[src/rtl/frv_masked_pkg.sv]
// ---------------------------------------------------------------------------
// frv_masked_pkg
//   Shared definitions for the masked conversion blocks.
//   - DEFAULT_BIT_WIDTH : default datapath width for every share and the
//                         randomness port.
//   - b2a_state_t       : state encoding of the boolean-to-arithmetic
//                         conversion FSM.
// ---------------------------------------------------------------------------
package frv_masked_pkg;

    localparam int unsigned DEFAULT_BIT_WIDTH = 32;

    // One state per register stage of Goubin's conversion, plus the
    // idle and result-valid states.
    typedef enum logic [2:0] {
        IDLE   = 3'd0,
        S_MASK = 3'd1,
        S_SUB  = 3'd2,
        S_COMB = 3'd3,
        S_DONE = 3'd4
    } b2a_state_t;

endpackage

[src/rtl/frv_masked_b2a_sub.sv]
// ---------------------------------------------------------------------------
// frv_masked_b2a_sub
//   Modular subtractor used by the boolean-to-arithmetic converter.
//   difference = minuend - subtrahend mod 2^BIT_WIDTH; the borrow out of the
//   top bit is discarded.
//   Ports:
//     minuend    [BIT_WIDTH-1:0]  in   left operand
//     subtrahend [BIT_WIDTH-1:0]  in   right operand
//     difference [BIT_WIDTH-1:0]  out  wrapped difference
// ---------------------------------------------------------------------------
module frv_masked_b2a_sub
    import frv_masked_pkg::*;
#(
    parameter int unsigned BIT_WIDTH = DEFAULT_BIT_WIDTH
) (
    input  logic [BIT_WIDTH-1:0] minuend,
    input  logic [BIT_WIDTH-1:0] subtrahend,
    output logic [BIT_WIDTH-1:0] difference
);

    assign difference = minuend - subtrahend;

endmodule

[src/rtl/frv_masked_b2a.sv]
// ---------------------------------------------------------------------------
// frv_masked_b2a
//   Converts a boolean-masked word (x = b_s0 ^ b_s1) into arithmetic shares
//   (x = a_s0 + a_s1 mod 2^BIT_WIDTH) with Goubin's method:
//     A = ((x'^g)-g) ^ x' ^ ((x'^(r^g))-(r^g)),  x'=b_s0, r=b_s1, g=z0
//   The computation is spread over four register stages so that x' and r
//   never meet unmasked in one combinational cloud. Fixed latency: ready
//   pulses for one cycle after the fourth rising edge counting acceptance.
//   Ports:
//     g_clk    in   clock, rising edge
//     g_reset  in   synchronous active-high reset
//     flush    in   synchronous abort, same effect as g_reset
//     valid    in   request, shares held stable until ready
//     b_s0     in   boolean share 0 (x')
//     b_s1     in   boolean share 1 (mask r)
//     z0       in   fresh randomness gamma, sampled at acceptance only
//     a_s0     out  arithmetic share 0
//     a_s1     out  arithmetic share 1 (captured r)
//     ready    out  one-cycle result-valid pulse
// ---------------------------------------------------------------------------
module frv_masked_b2a
    import frv_masked_pkg::*;
#(
    parameter int unsigned BIT_WIDTH = DEFAULT_BIT_WIDTH
) (
    input  logic                 g_clk,
    input  logic                 g_reset,
    input  logic                 flush,
    input  logic                 valid,
    input  logic [BIT_WIDTH-1:0] b_s0,
    input  logic [BIT_WIDTH-1:0] b_s1,
    input  logic [BIT_WIDTH-1:0] z0,
    output logic [BIT_WIDTH-1:0] a_s0,
    output logic [BIT_WIDTH-1:0] a_s1,
    output logic                 ready
);

    b2a_state_t state;
    b2a_state_t next_state;

    logic clear;
    logic accept;

    // Captured operands and per-stage intermediates.
    logic [BIT_WIDTH-1:0] x_p;
    logic [BIT_WIDTH-1:0] mask_r;
    logic [BIT_WIDTH-1:0] gamma;
    logic [BIT_WIDTH-1:0] mask_rg;
    logic [BIT_WIDTH-1:0] t1;
    logic [BIT_WIDTH-1:0] u;
    logic [BIT_WIDTH-1:0] acc;
    logic [BIT_WIDTH-1:0] t2;

    logic [BIT_WIDTH-1:0] sub0_diff;
    logic [BIT_WIDTH-1:0] sub1_diff;

    // Flush behaves exactly like reset, so both collapse into one clear.
    assign clear = g_reset | flush;

    // Each subtraction gets its own subtractor: (x'^g)-g in S_MASK and
    // u-(r^g) in S_SUB never share hardware.
    frv_masked_b2a_sub #(
        .BIT_WIDTH (BIT_WIDTH)
    ) u_sub_mask (
        .minuend    (x_p ^ gamma),
        .subtrahend (gamma),
        .difference (sub0_diff)
    );

    frv_masked_b2a_sub #(
        .BIT_WIDTH (BIT_WIDTH)
    ) u_sub_comb (
        .minuend    (u),
        .subtrahend (mask_rg),
        .difference (sub1_diff)
    );

    // State register.
    always_ff @(posedge g_clk) begin
        if (clear) begin
            state <= IDLE;
        end else begin
            state <= next_state;
        end
    end

    // Next-state and control decode. ready depends only on the state
    // register, so there is no input-to-ready combinational path.
    always_comb begin
        next_state = state;
        accept     = 1'b0;
        ready      = 1'b0;
        case (state)
            IDLE: begin
                if (valid && !flush) begin
                    accept     = 1'b1;
                    next_state = S_MASK;
                end
            end
            S_MASK:  next_state = S_SUB;
            S_SUB:   next_state = S_COMB;
            S_COMB:  next_state = S_DONE;
            S_DONE: begin
                ready      = 1'b1;
                next_state = IDLE;
            end
            default: next_state = IDLE;
        endcase
    end

    // Datapath pipeline. Every stage writes only its own registers, and all
    // registers hold their value between stages so the outputs persist
    // until the next result, flush or reset.
    always_ff @(posedge g_clk) begin
        if (clear) begin
            x_p     <= '0;
            mask_r  <= '0;
            gamma   <= '0;
            mask_rg <= '0;
            t1      <= '0;
            u       <= '0;
            acc     <= '0;
            t2      <= '0;
            a_s0    <= '0;
            a_s1    <= '0;
        end else begin
            if (accept) begin
                x_p     <= b_s0;
                mask_r  <= b_s1;
                gamma   <= z0;
                mask_rg <= b_s1 ^ z0;
            end
            if (state == S_MASK) begin
                t1 <= sub0_diff;
                u  <= x_p ^ mask_rg;
            end
            if (state == S_SUB) begin
                acc <= t1 ^ x_p;
                t2  <= sub1_diff;
            end
            if (state == S_COMB) begin
                a_s0 <= acc ^ t2;
                a_s1 <= mask_r;
            end
        end
    end

endmodule

[config.mk]
export PLATFORM = sky130hd
export DESIGN_NAME = frv_masked_b2a
export DESIGN_NICKNAME = d
export VERILOG_FILES = /design/src/rtl/frv_masked_pkg.sv /design/src/rtl/frv_masked_b2a_sub.sv /design/src/rtl/frv_masked_b2a.sv
export SDC_FILE = /design/constraint.sdc
export NUM_CORES = 1
export LEC_CHECK = 0
export CORE_ASPECT_RATIO = 0.6
export CORE_MARGIN = 2
export CORE_UTILIZATION = 60
export DETAILED_ROUTE_END_ITERATION = 10
export PLACE_DENSITY = 0.94
export SYNTH_ARGS = -nofsm -noshare
export SYNTH_HDL_FRONTEND = slang
export SYNTH_HIERARCHICAL = 1
export SYNTH_SLANG_ARGS = --single-unit
[constraint.sdc]
create_clock -name g_clk -period 5.4 [get_ports g_clk]
set_clock_uncertainty 0.2 [all_clocks]
set_input_delay 0.54 -clock g_clk [delete_from_list [all_inputs] [get_ports g_clk]]
set_output_delay 0.54 -clock g_clk [all_outputs]
set_load 0.005 [all_outputs]
==> results.toml <==
[placement]
hpwl_um = 30600
gp_congestion = 0.962
portBuffers = 164
placed_cells = 2384

[synthesis]
synth_fa_ha_area_frac = 0.0512
synth.area.mux_share = 0
synth_top_family_by_area = "compound AO/OA/AOI/OAI gates"
synth_edf_count = 0
synthArstFlopShare = 0
postSynthAreaPerCell_um2 = 8.09
ys_types = 59
synth-seq-cells = 323
synth_compound_area_frac = 0.203
synth_simple_gate_area_frac = 0.171
syn-instance-count = 1969
synth_ff_type = "dfxtp_1"
ys_seq_area_frac = 0.406
synth_xor_xnor_area_share = 0.120
syn_nets = 2133
synth_warnings = 6
synth_area_mm2 = 0.0159

[floorplanning]
die_x_um = 214
start_util = 0.607
coreArea_mm2 = 0.0262
fp.dieH_um = 130
fp-row-count = 46
die-area_mm2 = 0.0279
ios = 165

[clocking]
cts_resized = 0
cts_buffer_depth = 3
cts_tree = "built"
htree_num_levels = 1
post_cts_buffers = 0
cts_sinks = 323
cts_buffers = 30
worstSkewPairLatency_ns = 0.57
cts.clk_slew.worst_paths_ns = 0.07
root_buffer = "clkbuf_16"
cts_hold_buffers = 0

[layout]
num-fill-cells = 2042
syn2layout_area_growth_pct = 16.9
fin_util = 0.709
final_layout_size_suffix_gt1_frac = 0.0453
instances_no_fill = 2437
final_nets = 2220
antenna_cells = 0

[drt]
via_count = 14000
routed_wl_um = 42900
postRouteAntennaNets = 0
drt_iter0_drc = 1370
drc_errors = 0
wire_per_inst_um = 17.6
vias_per_cell = 5.73
dr.pass1.iters = 5

[sta]
rsz0062_at_grt = "false"
slew_headroom = 0.272
hold_viol_final = 0
tightest_slew_ns = 1.09
period_share = 0.658
maxSlewViolCount = 0
clock.fmax_mhz = 281
tns_ns = 0
setup_viol = 0
finalWorstPathRequiredPeriod_ns = 3.55

[setup_path]
worst_setup_path_start_kind = "flop"
cp_data_required_time_ns = 5.71
arrival_ns = 3.86
endpoint_kind = "flop"
crit_type = "reg -> reg"
crit_fanout = 4

[grt]
grt_pass1_vias = 12700
overflow = 0
antenna_found_initial = 0
grt_pass1_wl_um = 67000
grt_max_degree = 161
grt_usage = 0.298

[outcome]
status = "finished, final reports clean"

[hold_path]
hp-class = "reg -> reg"

[power_and_ir_drop]
p_leak_nw = 6.66
powerDensity_mw_per_mm2 = 307
ir_drop_v = 0.000229

[run]
drv_cap = 0
## path summary, 6_finish.rpt
check / from / end / slack (ns) / cells past startpoint
worst min register to register: a_s1[0] / a_s1[0] / 0.25 / 2
worst min-delay path: a_s1[0] / a_s1[0] / 0.25 / 2
worst max-delay path: x_p[0] / t1[28] / 1.85 / 14
worst max register to register: x_p[0] / t1[28] / 1.85 / 14
## placed cells by master (no fill, tap or decap), drive strengths merged, types with 3 or more instances in the layout
master	n
a211oi	134
a21boi	6
a21o	38
a21oi	252
a31o	4
a31oi	8
and2	8
and3	6
buf	8
clkbuf	44
clkdlybuf4s50	164
clkinv	5
dfxtp	323
ha	62
inv	74
nand2	418
nand2b	4
nand3	8
nand4	10
nor2	176
nor2b	8
nor3	7
nor3b	3
o2111ai	4
o211ai	8
o21a	10
o21ai	26
o21bai	4
or2b	4
xnor2	171
xor2	48
## metrics by stage
| step | hold WS, ns | setup slack (ns) | power [mW] | area (um^2) |
|---|---|---|---|---|
| 2_1_floorplan | 0.232 | 2.45 | 3.31 | 15900 |
| 3_3_place_gp | 0.237 | 2.10 | 3.57 | 17600 |
| 3_5_place_dp | 0.247 | 1.97 | 3.59 | 17600 |
| 4_1_cts | 0.255 | 1.94 | 5.70 | 18600 |
| 5_1_grt | 0.270 | 1.66 | 5.92 | 18600 |
| 6_report | 0.252 | 1.85 | 5.71 | 18600 |
## kinds of logic (layout without fill, tap and decap cells)
logic type               Yosys count  count (layout)
AND/OR/NAND/NOR                  664             664
flip-flops                       323             323
XOR/XNOR                         219             219
AO/OA/AOI/OAI                    508             508
adder cells (fa/ha/maj)           64              64
buffers and inverters            191             299
## Yosys cell counts, types with 10 or more instances
master / count / area share
a211oi_1: 132 / 0.062
a21o_1: 30 / 0.014
a21oi_1: 250 / 0.079
buf_2: 36 / 0.011
clkbuf_1: 74 / 0.017
dfxtp_1: 323 / 0.41
ha_1: 62 / 0.049
inv_1: 74 / 0.017
nand2_1: 418 / 0.099
nand4_1: 10 / 0.0039
nor2_1: 176 / 0.041
o21a_1: 10 / 0.0047
o21ai_0: 24 / 0.0075
xnor2_1: 171 / 0.094
xor2_1: 48 / 0.026
## metal layers
metal | share of wire | track usage | vias to the layer above
met1 | 0.48 | 0.453 | 6489
li1 | - | - | 6810
met2 | 0.39 | 0.426 | 599
met5 | 0 | 0 | -
met3 | 0.12 | 0.0765 | 62
met4 | 0.014 | 0.0502 | 0
## flip-flops by register name, indices dropped and copies added (netlist names), 32 cells and up
signal   flops
a_s0        32
a_s1        32
acc         32
gamma       32
mask_r      32
mask_rg     32
t1          32
t2          32
u           32
x_p         32
## worst max-delay path, stage by stage, from the launching register on
cell	delay (ns)
dfxtp_1	0.43
xor2_1	0.20
inv_1	0.07
ha_1	0.23
fa_1	0.43
nor2b_1	0.18
o2111ai_1	0.18
a211oi_1	0.49
o211ai_1	0.19
nand4_1	0.18
nand3_1	0.11
a31oi_1	0.24
xor2_1	0.16
nand2_1	0.06
a21oi_1	0.14
## power by group
| group | switching, mW | internal (mW) |
|---|---|---|
| sequential | 0.0644 | 2.44 |
| clock | 0.908 | 1.22 |
| combinational | 0.604 | 0.470 |
## final cells by class
class	instances	area (um^2)	area share
Inverter	74	278	0.0149
Clock buffer	44	885	0.0475
Sequential cell	323	6470	0.347
Clock inverter	9	104	0.00558
Timing Repair Buffer	172	1730	0.0928
Tap cell	360	450	0.0242
Multi-Input combinational cell	1455	8700	0.468
No activity file was read; power rests on OpenSTA's default activity.
